==> config.mk <==
export PLATFORM = sky130hd
export DESIGN_NAME = uart_rx_core
export DESIGN_NICKNAME = d
export VERILOG_FILES = /design/src/rtl/uart_rx_core.sv
export SDC_FILE = /design/constraint.sdc
export NUM_CORES = 1
export LEC_CHECK = 0
export BUFFER_PORTS_ARGS = -buffer_cell sky130_fd_sc_hd__buf_2
export CAP_MARGIN = 10
export CORE_ASPECT_RATIO = 0.75
export CORE_MARGIN = 4
export CORE_UTILIZATION = 60
export CTS_BUF_LIST = sky130_fd_sc_hd__clkbuf_8 sky130_fd_sc_hd__clkbuf_16
export CTS_CLUSTER_DIAMETER = 80
export DETAILED_ROUTE_END_ITERATION = 8
export GPL_TIMING_DRIVEN = 0
export HOLD_SLACK_MARGIN = 0.1
export PLACE_DENSITY = 0.84
export REMOVE_ABC_BUFFERS = 1
export SYNTH_ARGS = -nofsm -noshare
export SYNTH_HDL_FRONTEND = slang
export SYNTH_SLANG_ARGS = --single-unit
export TNS_END_PERCENT = 1
==> constraint.sdc <==
create_clock -name clk_i -period 5 [get_ports clk_i]
set_clock_uncertainty 0.2 [all_clocks]
set_input_delay 0.25 -clock clk_i [delete_from_list [all_inputs] [get_ports clk_i]]
set_output_delay 0.25 -clock clk_i [all_outputs]
set_load 0.01 [all_outputs]
==> src/rtl/uart_rx_core.sv <==
// Parametrised UART receiver: oversampled bit recovery, parity/stop checking, valid/ready holding register.
// Define UART_RX_MAJORITY_EN to take each bit as a 2-of-3 vote around the bit centre.
module uart_rx_core #(
  parameter int unsigned DATA_WIDTH = 8,
  parameter int unsigned OVERSAMPLE = 16
) (
  input  logic                  clk_i,
  input  logic                  rst_ni,
  input  logic                  baud_tick_i,
  input  logic                  rx_i,
  input  logic                  rx_en_i,
  input  logic                  parity_en_i,
  input  logic                  parity_odd_i,
  input  logic                  stop2_i,
  output logic [DATA_WIDTH-1:0] rx_data_o,
  output logic                  rx_valid_o,
  input  logic                  rx_ready_i,
  output logic                  parity_err_o,
  output logic                  framing_err_o,
  output logic                  break_o,
  output logic                  overrun_o,
  output logic                  busy_o
);

  localparam int unsigned CNT_W = $clog2(OVERSAMPLE);
  localparam int unsigned BIT_W = $clog2(DATA_WIDTH);
  localparam logic [CNT_W-1:0] HALF_LAST = CNT_W'(OVERSAMPLE / 2 - 1);
  localparam logic [CNT_W-1:0] FULL_LAST = CNT_W'(OVERSAMPLE - 1);
  localparam logic [BIT_W-1:0] LAST_BIT  = BIT_W'(DATA_WIDTH - 1);

  typedef enum logic [2:0] {
    S_IDLE, S_START, S_DATA, S_PARITY, S_STOP1, S_STOP2, S_WAIT_HIGH
  } state_e;

  state_e                state_q, state_d;
  logic                  rx_meta_q, rx_meta_d, rx_s_q, rx_s_d;
  logic [CNT_W-1:0]      cnt_q, cnt_d;
  logic [BIT_W-1:0]      bit_cnt_q, bit_cnt_d;
  logic [DATA_WIDTH-1:0] shift_q, shift_d;
  logic                  par_en_q, par_en_d, par_odd_q, par_odd_d, stop2_q, stop2_d;
  logic                  par_bit_q, par_bit_d, pe_frm_q, pe_frm_d, fe_frm_q, fe_frm_d;
  logic [DATA_WIDTH-1:0] hold_q, hold_d;
  logic                  valid_q, valid_d, pe_q, pe_d, fe_q, fe_d, brk_q, brk_d;
  logic                  overrun_q, overrun_d, busy_q, busy_d;
  logic                  bit_c, sample_tick_c, done_c, stop_low_c;

`ifdef UART_RX_MAJORITY_EN
  logic [1:0] hist_q, hist_d;

  // hist_q holds rx_s from the two ticks preceding the current one
  always_comb begin
    hist_d = hist_q;
    if (baud_tick_i) hist_d = {hist_q[0], rx_s_q};
    bit_c = (hist_q[1] & hist_q[0]) | (hist_q[1] & rx_s_q) | (hist_q[0] & rx_s_q);
  end
`else
  always_comb bit_c = rx_s_q;
`endif

  always_comb begin
    sample_tick_c = baud_tick_i &&
                    (cnt_q == ((state_q == S_START) ? HALF_LAST : FULL_LAST));
  end

  // Next-state, datapath and holding register update
  always_comb begin
    state_d    = state_q;
    rx_meta_d  = rx_i;
    rx_s_d     = rx_meta_q;
    cnt_d      = cnt_q;
    bit_cnt_d  = bit_cnt_q;
    shift_d    = shift_q;
    par_en_d   = par_en_q;
    par_odd_d  = par_odd_q;
    stop2_d    = stop2_q;
    par_bit_d  = par_bit_q;
    pe_frm_d   = pe_frm_q;
    fe_frm_d   = fe_frm_q;
    hold_d     = hold_q;
    valid_d    = valid_q;
    pe_d       = pe_q;
    fe_d       = fe_q;
    brk_d      = brk_q;
    overrun_d  = 1'b0;
    done_c     = 1'b0;
    stop_low_c = 1'b0;

    if (valid_q && rx_ready_i) begin
      valid_d = 1'b0;
      pe_d    = 1'b0;
      fe_d    = 1'b0;
      brk_d   = 1'b0;
    end

    if (state_q != S_IDLE && state_q != S_WAIT_HIGH && baud_tick_i) begin
      cnt_d = sample_tick_c ? '0 : cnt_q + CNT_W'(1);
    end

    if (!rx_en_i) begin
      state_d = S_IDLE;
    end else begin
      case (state_q)
        S_IDLE: begin
          cnt_d = '0;
          if (!rx_s_q) begin
            state_d   = S_START;
            par_en_d  = parity_en_i;
            par_odd_d = parity_odd_i;
            stop2_d   = stop2_i;
            par_bit_d = 1'b0;
            pe_frm_d  = 1'b0;
            fe_frm_d  = 1'b0;
          end
        end
        S_START: begin
          if (sample_tick_c) begin
            state_d   = bit_c ? S_IDLE : S_DATA;
            bit_cnt_d = '0;
          end
        end
        S_DATA: begin
          if (sample_tick_c) begin
            shift_d   = {bit_c, shift_q[DATA_WIDTH-1:1]};
            bit_cnt_d = bit_cnt_q + BIT_W'(1);
            if (bit_cnt_q == LAST_BIT) state_d = par_en_q ? S_PARITY : S_STOP1;
          end
        end
        S_PARITY: begin
          if (sample_tick_c) begin
            par_bit_d = bit_c;
            pe_frm_d  = ((^shift_q) ^ bit_c) != par_odd_q;
            state_d   = S_STOP1;
          end
        end
        S_STOP1: begin
          if (sample_tick_c) begin
            if (stop2_q) begin
              fe_frm_d = !bit_c;
              state_d  = S_STOP2;
            end else begin
              done_c     = 1'b1;
              stop_low_c = !bit_c;
            end
          end
        end
        S_STOP2: begin
          if (sample_tick_c) begin
            done_c     = 1'b1;
            stop_low_c = fe_frm_q | !bit_c;
          end
        end
        S_WAIT_HIGH: begin
          if (rx_s_q) state_d = S_IDLE;
        end
        default: state_d = S_IDLE;
      endcase
    end

    // A finished frame only lands if the holding register is free this cycle
    if (done_c) begin
      state_d = rx_s_q ? S_IDLE : S_WAIT_HIGH;
      if (!valid_q || rx_ready_i) begin
        hold_d  = shift_q;
        valid_d = 1'b1;
        pe_d    = par_en_q & pe_frm_q;
        fe_d    = stop_low_c;
        brk_d   = (shift_q == '0) && stop_low_c && (!par_en_q || !par_bit_q);
      end else begin
        overrun_d = 1'b1;
      end
    end

    busy_d = (state_d != S_IDLE);
  end

  always_ff @(posedge clk_i or negedge rst_ni) begin
    if (!rst_ni) begin
      state_q   <= S_IDLE;
      rx_meta_q <= 1'b1;
      rx_s_q    <= 1'b1;
      cnt_q     <= '0;
      bit_cnt_q <= '0;
      shift_q   <= '0;
      par_en_q  <= 1'b0;
      par_odd_q <= 1'b0;
      stop2_q   <= 1'b0;
      par_bit_q <= 1'b0;
      pe_frm_q  <= 1'b0;
      fe_frm_q  <= 1'b0;
      hold_q    <= '0;
      valid_q   <= 1'b0;
      pe_q      <= 1'b0;
      fe_q      <= 1'b0;
      brk_q     <= 1'b0;
      overrun_q <= 1'b0;
      busy_q    <= 1'b0;
`ifdef UART_RX_MAJORITY_EN
      hist_q    <= 2'b11;
`endif
    end else begin
      state_q   <= state_d;
      rx_meta_q <= rx_meta_d;
      rx_s_q    <= rx_s_d;
      cnt_q     <= cnt_d;
      bit_cnt_q <= bit_cnt_d;
      shift_q   <= shift_d;
      par_en_q  <= par_en_d;
      par_odd_q <= par_odd_d;
      stop2_q   <= stop2_d;
      par_bit_q <= par_bit_d;
      pe_frm_q  <= pe_frm_d;
      fe_frm_q  <= fe_frm_d;
      hold_q    <= hold_d;
      valid_q   <= valid_d;
      pe_q      <= pe_d;
      fe_q      <= fe_d;
      brk_q     <= brk_d;
      overrun_q <= overrun_d;
      busy_q    <= busy_d;
`ifdef UART_RX_MAJORITY_EN
      hist_q    <= hist_d;
`endif
    end
  end

  assign rx_data_o     = hold_q;
  assign rx_valid_o    = valid_q;
  assign parity_err_o  = pe_q;
  assign framing_err_o = fe_q;
  assign break_o       = brk_q;
  assign overrun_o     = overrun_q;
  assign busy_o        = busy_q;

endmodule

==> results of run 1 <==
## layout make-up
cell class / instances / area share
tap: 40 / 0.0210
multi-input combinational: 134 / 0.428
sequential: 40 / 0.421
clock inverter: 3 / 0.00787
clock buffer: 5 / 0.0289
timing repair buffer: 28 / 0.0714
inverter: 14 / 0.0220
## state kept, by name (all words and copies together), names as in the netlist, 3 cells and up
register   count
cnt_q          4
bit_cnt_q      3
rx_data_o      8
state_q        3
shift_q        8
## through the flow
| stage | power [mW] | area [um2] | util |
|---|---|---|---|
| 2_1_floorplan | 0.378 | 2070 | - |
| 3_3_place_gp | 0.396 | 2230 | 0.669 |
| 3_5_place_dp | 0.399 | 2240 | 0.671 |
| 4_1_cts | 0.609 | 2380 | 0.715 |
| 5_1_grt | 0.634 | 2380 | 0.715 |
| 6_report | 0.604 | 2380 | 0.715 |
## metal layers
layer,wire (um),vias to the layer above
met4,53,0
met2,1980,56
met5,0,-
li1,-,770
met3,250,8
met1,2030,789
## where the power goes
part | switching, mW | total (mW) | internal (mW)
Clock | 0.110 | 0.208 | 0.0972
Combinational | 0.0263 | 0.0494 | 0.0231
Sequential | 0.0145 | 0.347 | 0.332
## cell families after synthesis
| kind of cell | count (synthesis) | share of synthesized area |
|---|---|---|
| XOR/XNOR | 7 | 0.0290 |
| AO/OA/AOI/OAI | 41 | 0.141 |
| flip-flops | 40 | 0.474 |
| adder cells (fa/ha/maj) | 7 | 0.0414 |
| multiplexers | 23 | 0.117 |
| buffers and inverters | 23 | 0.0467 |
| AND/OR/NAND/NOR | 56 | 0.151 |
## synth_stat cells (all sizes together), types with 5 or more instances
cell type  instances
dfrtp             38
inv               14
mux2              14
nor2              11
nand2             10
mux2i              9
ha                 7
a21oi              6
clkbuf             6
o21ai              6
nand2b             5
nor2b              5
o31ai              5
xnor2              5
## tightest hold or removal path: cells and delay by family
kind	cells	cell delay (ps)
buf+inv	2	160
simple gates	2	180
## cell usage in the layout (no fill, tap or decap), types with 6 or more instances in the layout
master | synthesis | final
a21oi_1 | 6 | 6
buf_2 | 1 | 22
dfrtp_1 | 38 | 38
dlygate4sd3_1 | 0 | 6
ha_1 | 7 | 7
inv_1 | 14 | 14
mux2_2 | 14 | 14
mux2i_1 | 9 | 9
nand2_1 | 10 | 10
nor2_1 | 10 | 10
o21ai_0 | 6 | 6
## final timing paths
path | from | endpoint | slack (ps) | cells after the start
worst min register to register | rx_meta_q | bit_c | 160 | 0
max in group asynchronous | rst_ni | pe_frm_q | 3670 | 2
worst max-delay path | state_q[2] | shift_q[7] | 2270 | 4
worst min-delay path | rx_ready_i | overrun_o | 140 | 4
worst max register to register | state_q[2] | shift_q[7] | 2270 | 4
min in group asynchronous | rst_ni | state_q[2] | 400 | 2
==> results.yml, run 1 <==
global_route:
  grt_use_met3: 0.0532
  globalRoute.busiestLayer: "met2"
  grt_max_degree: 41
  grt_pass1_wl_mm: 7.51
  grtUsageMet1: 0.293
  use_met2: 0.332
  gr-total-overflow: 0
  grt_pass1_vias: 1581
  grt_use_total: 0.211
  antenna_found_initial: 0
drt:
  detail-route-antenna-nets: 0
  drt_iter0_drc: 122
  via_per_inst: 6.15
  wire_per_inst_um: 16.3
  finalWirelength_mm: 4.31
  drc: 0
  dr_total_vias: 1623
  dr.pass1.iters: 4
cts:
  path_clk_slew_ps: 80
  h-tree-depth: 2
  cts_buffers: 5
  clk_path_buf_depth: 2
  cts_root_buf: "clkbuf_8"
  cts_sinks: 40
  cts_hold_buf: 6
  tritoncts: "built"
  insertion_delay_ps: 280
  post_cts_resized: 0
  post_cts_buffers: 0
finish:
  fin_cells: 264
  multiInputGateArea_mm2: 0.00102
  syn2layout_area_growth_pct: 12.6
  drive_gt1_frac: 0.228
  antenna_cells: 0
  area.sequential_mm2: 0.00100
  nNetsFinal: 239
  nFillCells: 237
sta:
  setup_violations: 0
  finalHoldViolCount: 0
  fmax_ghz: 0.366
  period_minus_slack_ps: 2730
  fin_setup_tns_ps: 0
  worst_slack_ps: 2270
  tightest_slew_ps: 992
  hold_ws_ps: 143
  slew_violations: 0
  relSlewSlack: 0.335
  finalCritPeriodShare: 0.546
  rsz0062_at_grt: "no"
logic_synthesis:
  yosysSeqAreaShare: 0.474
  yosysTopAreaCell: "dfrtp_1"
  synthTopCellsByArea: "dfrtp_1, mux2_2, mux2i_1"
  synth_cells: 197
  yosysWarnings: 0
  synth_edf_count: 0
  yosys.area.top_type_share: 0.449
  ys_ff_latch: 40
  synth.distinct_cells: 46
  syn_area_per_cell_um2: 10.7
  ys.flop_type: "dfrtp_1"
  async_flop_share: 1.00
  synth_area_mm2: 0.00212
hold_path:
  hold_class: "primary input to flip-flop"
power_and_ir_drop:
  p_leak_nw: 1.17
  vdd_drop_max_v: 0.000188
  p_per_area_mw_per_mm2: 253
setup_path:
  crit_type: "flip-flop to flip-flop"
  crit_buf_inv: 0
  cp-start-kind: "flip-flop"
  critPathCaptureType: "flip-flop"
  cpPeakStageDelay_ps: 780
  cp.required_ps: 4970
  slowest_stage: "nor3_2"
  crit_fanout: 17
  crit_family: "simple AND/OR/NAND/NOR gates"
  path_cells: "nor2b_1, nand2_1, nor3_2, mux2_2"
  cp.arrival_ps: 2700
floorplanning:
  die-area_mm2: 0.00455
  rows: 18
  die_w_um: 76.6
  ios: 23
  core_mm2: 0.00333
  start_util: 0.635
  dieHeight_um: 59.4
placement:
  place_inst: 250
  preCtsSetupSlack_ps: 2320
  hpwl_mm: 3.09
  port_buffers: 22
  gp_congestion: 0.848
job:
  cap_violations: 0
status:
  outcome: "complete, no violations"
No activity file was read; power rests on OpenSTA's default activity.
==> inputs of run 2 (changes only) <==
--- a/config.mk
+++ b/config.mk
@@ -5,17 +5,18 @@
 export SDC_FILE = /design/constraint.sdc
 export NUM_CORES = 1
 export LEC_CHECK = 0
+export ABC_AREA = 1
 export BUFFER_PORTS_ARGS = -buffer_cell sky130_fd_sc_hd__buf_2
 export CAP_MARGIN = 10
 export CORE_ASPECT_RATIO = 0.75
 export CORE_MARGIN = 4
-export CORE_UTILIZATION = 60
+export CORE_UTILIZATION = 52
 export CTS_BUF_LIST = sky130_fd_sc_hd__clkbuf_8 sky130_fd_sc_hd__clkbuf_16
 export CTS_CLUSTER_DIAMETER = 80
 export DETAILED_ROUTE_END_ITERATION = 8
 export GPL_TIMING_DRIVEN = 0
 export HOLD_SLACK_MARGIN = 0.1
-export PLACE_DENSITY = 0.84
+export PLACE_DENSITY = 0.78
 export REMOVE_ABC_BUFFERS = 1
 export SYNTH_ARGS = -nofsm -noshare
 export SYNTH_HDL_FRONTEND = slang
==> constraint.sdc (replaced) <==
create_clock -name clk_i -period 2.4 [get_ports clk_i]
set_clock_uncertainty 0.2 [all_clocks]
set_input_delay 0.12 -clock clk_i [delete_from_list [all_inputs] [get_ports clk_i]]
set_output_delay 0.12 -clock clk_i [all_outputs]
set_load 0.01 [all_outputs]
==> run 2 against run 1 <==
Fmax grew 29%. Global-route usage shrank 3.6 points. Largest power group unchanged. Critical endpoint is now parity_err_o. Die area grew 10%. First-iteration DRC count shrank 12%. Highest routed layer unchanged.
==> results.yml, run 2 <==
global_route:
  grt_max_degree: 41
  grt_use_total: 0.175
  grtUsageMet1: 0.253
  use_met2: 0.255
  gr-total-overflow: 0
  grt_use_met3: 0.0476
  grt_pass1_wl_mm: 6.84
  grt_pass1_vias: 1537
  globalRoute.busiestLayer: "met2"
  antenna_found_initial: 0
cts:
  clk_path_buf_depth: 2
  h-tree-depth: 2
  insertion_delay_ps: 290
  cts_root_buf: "clkbuf_8"
  cts_sinks: 40
  tritoncts: "built"
  path_clk_slew_ps: 70
  cts_buffers: 5
sta:
  setup_violations: 0
  tightest_slew_ps: 847
  rsz0062_at_grt: "no"
  worst_slack_ps: 288
  finalHoldViolCount: 0
  fmax_ghz: 0.474
  hold_ws_ps: 160
  fin_setup_tns_ps: 0
  slew_violations: 0
  period_minus_slack_ps: 2110
  relSlewSlack: 0.435
  finalCritPeriodShare: 0.880
logic_synthesis:
  yosysWarnings: 0
  synthTopCellsByArea: "dfrtp_1, nand2_1, inv_1"
  synth_edf_count: 0
  yosys.area.top_type_share: 0.464
  yosysTopAreaCell: "dfrtp_1"
  netlist_top_cells_count: "nand2_1, dfrtp_1, inv_1"
  ys_ff_latch: 40
  synth.distinct_cells: 34
  synth_cells: 228
  ys.flop_type: "dfrtp_1"
  yosysSeqAreaShare: 0.490
  synth_area_mm2: 0.00205
  syn_area_per_cell_um2: 8.99
  yosysMostFrequentCell: "nand2_1"
  async_flop_share: 1.00
setup_path:
  cp.required_ps: 2370
  critPathCaptureType: "flip-flop"
  cp-start-kind: "flip-flop"
  cp.arrival_ps: 2080
  crit_fanout: 20
  crit_type: "flip-flop to flip-flop"
floorplanning:
  rows: 19
  die-area_mm2: 0.00502
  core_mm2: 0.00373
  start_util: 0.549
  die_w_um: 80.5
  ios: 23
  dieHeight_um: 62.4
finish:
  drive_gt1_frac: 0.203
  fin_cells: 313
  nNetsFinal: 277
  mostFrequentLayoutCells: "nand2_1, dfrtp_1, inv_1"
  syn2layout_area_growth_pct: 14.8
  final_common_cell: "nand2_1"
  post-route-util: 0.630
  antenna_cells: 0
  design_area_mm2: 0.00235
drt:
  detail-route-antenna-nets: 0
  dr.pass1.iters: 4
  wire_per_inst_um: 12.2
  drc: 0
  via_per_inst: 5.12
  drt_iter0_drc: 107
  finalWirelength_mm: 3.83
  dr_total_vias: 1601
power_and_ir_drop:
  p_per_area_mw_per_mm2: 519
  seqPwrFrac: 0.583
  comb_power_share: 0.084
  power_mw: 1.22
  switching_share: 0.239
  p_leak_nw: 1.27
  vdd_drop_max_v: 0.000335
  clkPwrFrac: 0.332
  p_int_uw: 929
  switching_power_uw: 291
placement:
  preCtsSetupSlack_ps: 97.3
  place_inst: 296
  port_buffers: 22
  placed_area_mm2: 0.00218
  gp_congestion: 0.906
  hpwl_mm: 2.79
job:
  cap_violations: 0
hold_path:
  hold_class: "flip-flop to flip-flop"
status:
  outcome: "complete, no violations"
## run 2: changes by cell type in the layout (fill, tap and decap cells not counted), moves of 4 or more
cell / before / now
nand3_1: 3 / 10
nor2b_1: 5 / 0
mux2i_1: 9 / 0
nor4_1: 4 / 0
nand2_2: 0 / 4
and3_1: 4 / 0
nand2b_1: 5 / 0
mux2_2: 14 / 2
nand4_1: 2 / 6
o21ai_1: 0 / 17
nand2_1: 10 / 54
inv_1: 14 / 27
## run 2: area by class of cell
cell class,instances,area [um2]
well taps,52,65.1
inverters,28,110
flip-flops and latches,40,1000
fillers,329,1380
repair buffers,32,205
clock buffers,5,68.8
multi-input cells,154,891
clock inverters,2,8.76
## run 2: worst max-delay path: stages, from the launching register on
cell     delay, ps
dfrtp_1        500
nor2_2         180
nand2_1        130
nand2_1        100
nand2_2         70
nor3_4         280
nand2_2        280
nand3_1        160
o21ai_1         80
## run 2: worst paths after layout
| check | startpoint | end | slack, ps | cells after the start |
|---|---|---|---|---|
| worst min-delay path | rx_meta_q | bit_c | 160 | 0 |
| worst max-delay path | state_q[0] | parity_err_o | 290 | 8 |
| worst min register to register | rx_meta_q | bit_c | 160 | 0 |
| min in group asynchronous | rst_ni | par_en_q | 280 | 2 |
| worst max register to register | state_q[0] | parity_err_o | 290 | 8 |
| max in group asynchronous | rst_ni | cnt_q[0] | 1190 | 2 |
## run 2: logic make-up (layout without fill, tap and decap cells)
group	count (synthesis)	after routing	share of synthesized area
buffers and inverters	34	67	0.0769
AO/OA/AOI/OAI	39	39	0.106
flip-flops	40	40	0.490
AND/OR/NAND/NOR	100	100	0.248
adder cells (fa/ha/maj)	7	7	0.0427
XOR/XNOR	6	6	0.0256
multiplexers	2	2	0.0110
## run 2: layer usage
layer | routed length, um | vias up
li1 | - | 807
met1 | 1880 | 740
met2 | 1670 | 50
met3 | 245 | 4
met4 | 40 | 0
met5 | 0 | -
## run 2: power groups by stage
stage	sequential, mW	combinational [mW]	clock [mW]
after CTS	0.711	0.104	0.418
after floorplan	0.720	0.0599	0
final	0.712	0.103	0.406
after global routing	0.714	0.120	0.449
after global placement	0.723	0.0913	0
after detailed placement	0.723	0.0943	0
## run 2: what timing repair did
| item | CTS | global route |
|---|---|---|
| buffers inserted | 0 | 2 |
| hold buffers | 8 | 0 |
| resized for setup | 0 | 1 |
| endpoints found under the hold margin | 55 | 0 |
| setup endpoints to repair | 0 | 21 |
==> inputs of run 3 (changes only) <==
--- a/config.mk
+++ b/config.mk
@@ -16,7 +16,7 @@
 export DETAILED_ROUTE_END_ITERATION = 8
 export GPL_TIMING_DRIVEN = 0
 export HOLD_SLACK_MARGIN = 0.1
-export PLACE_DENSITY = 0.78
+export PLACE_DENSITY = 0.75
 export REMOVE_ABC_BUFFERS = 1
 export SYNTH_ARGS = -nofsm -noshare
 export SYNTH_HDL_FRONTEND = slang
==> run 3 against run 2 <==
Global-route usage decreased by 0.21 points. Largest power group unchanged. Setup slack worse by 170 ps. Critical path type unchanged. Combinational power barely moved.
==> results.yml, run 3 (synthesis gave the netlist of run 2 again) <==
power_and_ir_drop:
  p_leak_nw: 1.27
  p_per_area_mw_per_mm2: 602
  comb_power_share: 0.073
  p_int_mw: 1.15
  seqPwrFrac: 0.494
  switching_power_uw: 297
  vdd_drop_max_v: 0.000493
  clkPwrFrac: 0.434
  switching_share: 0.206
drt:
  finalWirelength_mm: 3.82
  wire_per_inst_um: 12.3
  dr.pass1.iters: 4
  wl_met2_mm: 1.61
  drc: 0
  wl_met1_mm: 1.93
  via_per_inst: 5.03
  drt_iter0_drc: 123
  detail-route-antenna-nets: 0
  highest_layer: "met4"
  dr_total_vias: 1565
  routed-wl-met3_um: 237
cts:
  tritoncts: "built"
  cts_sinks: 40
  clk_path_buf_depth: 2
  cts_root_buf: "clkbuf_8"
  path_clk_slew_ps: 70
  insertion_delay_ps: 290
  h-tree-depth: 2
  cts_buffers: 5
  post_cts_buffers: 0
floorplanning:
  dieHeight_um: 62.4
  die_w_um: 80.5
  start_util: 0.549
  core_mm2: 0.00373
  rows: 19
  die-area_mm2: 0.00502
  ios: 23
placement:
  preCtsSetupSlack_ps: 93.2
  place_inst: 296
  hpwl_mm: 2.75
  gp_congestion: 0.961
  port_buffers: 22
global_route:
  grt_use_total: 0.173
  grt_pass1_wl_mm: 6.86
  grt_max_degree: 41
  gr-total-overflow: 0
  antenna_found_initial: 0
  grt_pass1_vias: 1532
finish:
  antenna_cells: 0
  drive_gt1_frac: 0.212
  nFillCells: 342
  syn2layout_area_growth_pct: 16.8
  nNetsFinal: 275
  final_common_cell: "nand2_1"
  mostFrequentLayoutCells: "nand2_1, dfrtp_1, inv_1"
  fin_cells: 311
  post-route-util: 0.642
sta:
  finalCritPeriodShare: 0.952
  period_minus_slack_ps: 2290
  rsz0062_at_grt: "yes"
  fmax_ghz: 0.438
  hold_ws_ps: 153
  slew_violations: 0
  worst_slack_ps: 114
  relSlewSlack: 0.333
  finalHoldViolCount: 0
  tightest_slew_ps: 993
  setup_violations: 0
setup_path:
  cp.arrival_ps: 2300
  rr_endpoint: "bit_cnt_q[0]"
  crit_fanout: 19
  cp-start-kind: "flip-flop"
  reg2reg_setup_slack_ps: 110
  critPathCaptureType: "flip-flop"
  worstRegToRegCells: 6
  crit_type: "flip-flop to flip-flop"
  cp.required_ps: 2420
  r2r-start: "cnt_q[1]"
hold_path:
  holdCritStartpoint: "rx_meta_q"
  hold_path_end: "bit_c"
  hold_class: "flip-flop to flip-flop"
  whs_path_depth: 0
status:
  outcome: "complete, no violations"
job:
  cap_violations: 0
-- run 3: stage by stage --
stage / power (mW) / area [um2] / TNS [ps]
finish: 1.44 / 2390 / 0
global route: 1.51 / 2390 / -255
CTS: 1.46 / 2390 / 0
detailed placement: 0.818 / 2180 / 0
global placement: 0.816 / 2180 / 0
floorplan: 0.780 / 2000 / 0
-- run 3: cell type report --
| cell class | instances | area (um2) | area share |
|---|---|---|---|
| Inverter | 28 | 110 | 0.0460 |
| Sequential cell | 40 | 1000 | 0.420 |
| Tap cell | 52 | 65.1 | 0.0272 |
| Timing Repair Buffer | 30 | 190 | 0.0794 |
| Clock buffer | 5 | 68.8 | 0.0287 |
| Multi-Input combinational cell | 154 | 896 | 0.374 |
| Clock inverter | 2 | 60.1 | 0.0251 |
-- run 3: worst max-delay path by stage --
stage,to,from
2_1_floorplan,bit_cnt_q[0],cnt_q[0]
3_3_place_gp,bit_cnt_q[0],state_q[2]
3_5_place_dp,bit_cnt_q[0],state_q[2]
4_1_cts,bit_cnt_q[0],state_q[2]
5_1_grt,bit_cnt_q[0],cnt_q[1]
6_report,bit_cnt_q[0],cnt_q[1]
-- run 3: what timing repair did --
action                     4_1_cts  5_1_grt
setup endpoints to repair        0       21
hold endpoints to repair        56        0
hold buffers                     8        0
gates resized for setup          0        4
-- run 3: worst max-delay path, cell delays in order (launching register included) --
cell and delay [ps]:
dfrtp_1 380, ha_2 200, nand2_2 60, nor2_4 140, nand3_4 160, nor4_4 770
mux2_2 300
-- run 3: layer usage --
| metal | vias to the layer above | track usage |
|---|---|---|
| met5 | - | 0 |
| met4 | 0 | 0.0506 |
| met3 | 4 | 0.0447 |
| met2 | 43 | 0.254 |
| met1 | 713 | 0.251 |
| li1 | 805 | - |
-- run 3: power groups by stage --
stage               logic, mW  registers, mW  clock network, mW
floorplan              0.0599          0.720                  0
global placement       0.0923          0.724                  0
detailed placement     0.0941          0.724                  0
CTS                     0.105          0.712              0.645
global route            0.120          0.715              0.672
finish                  0.105          0.712              0.625
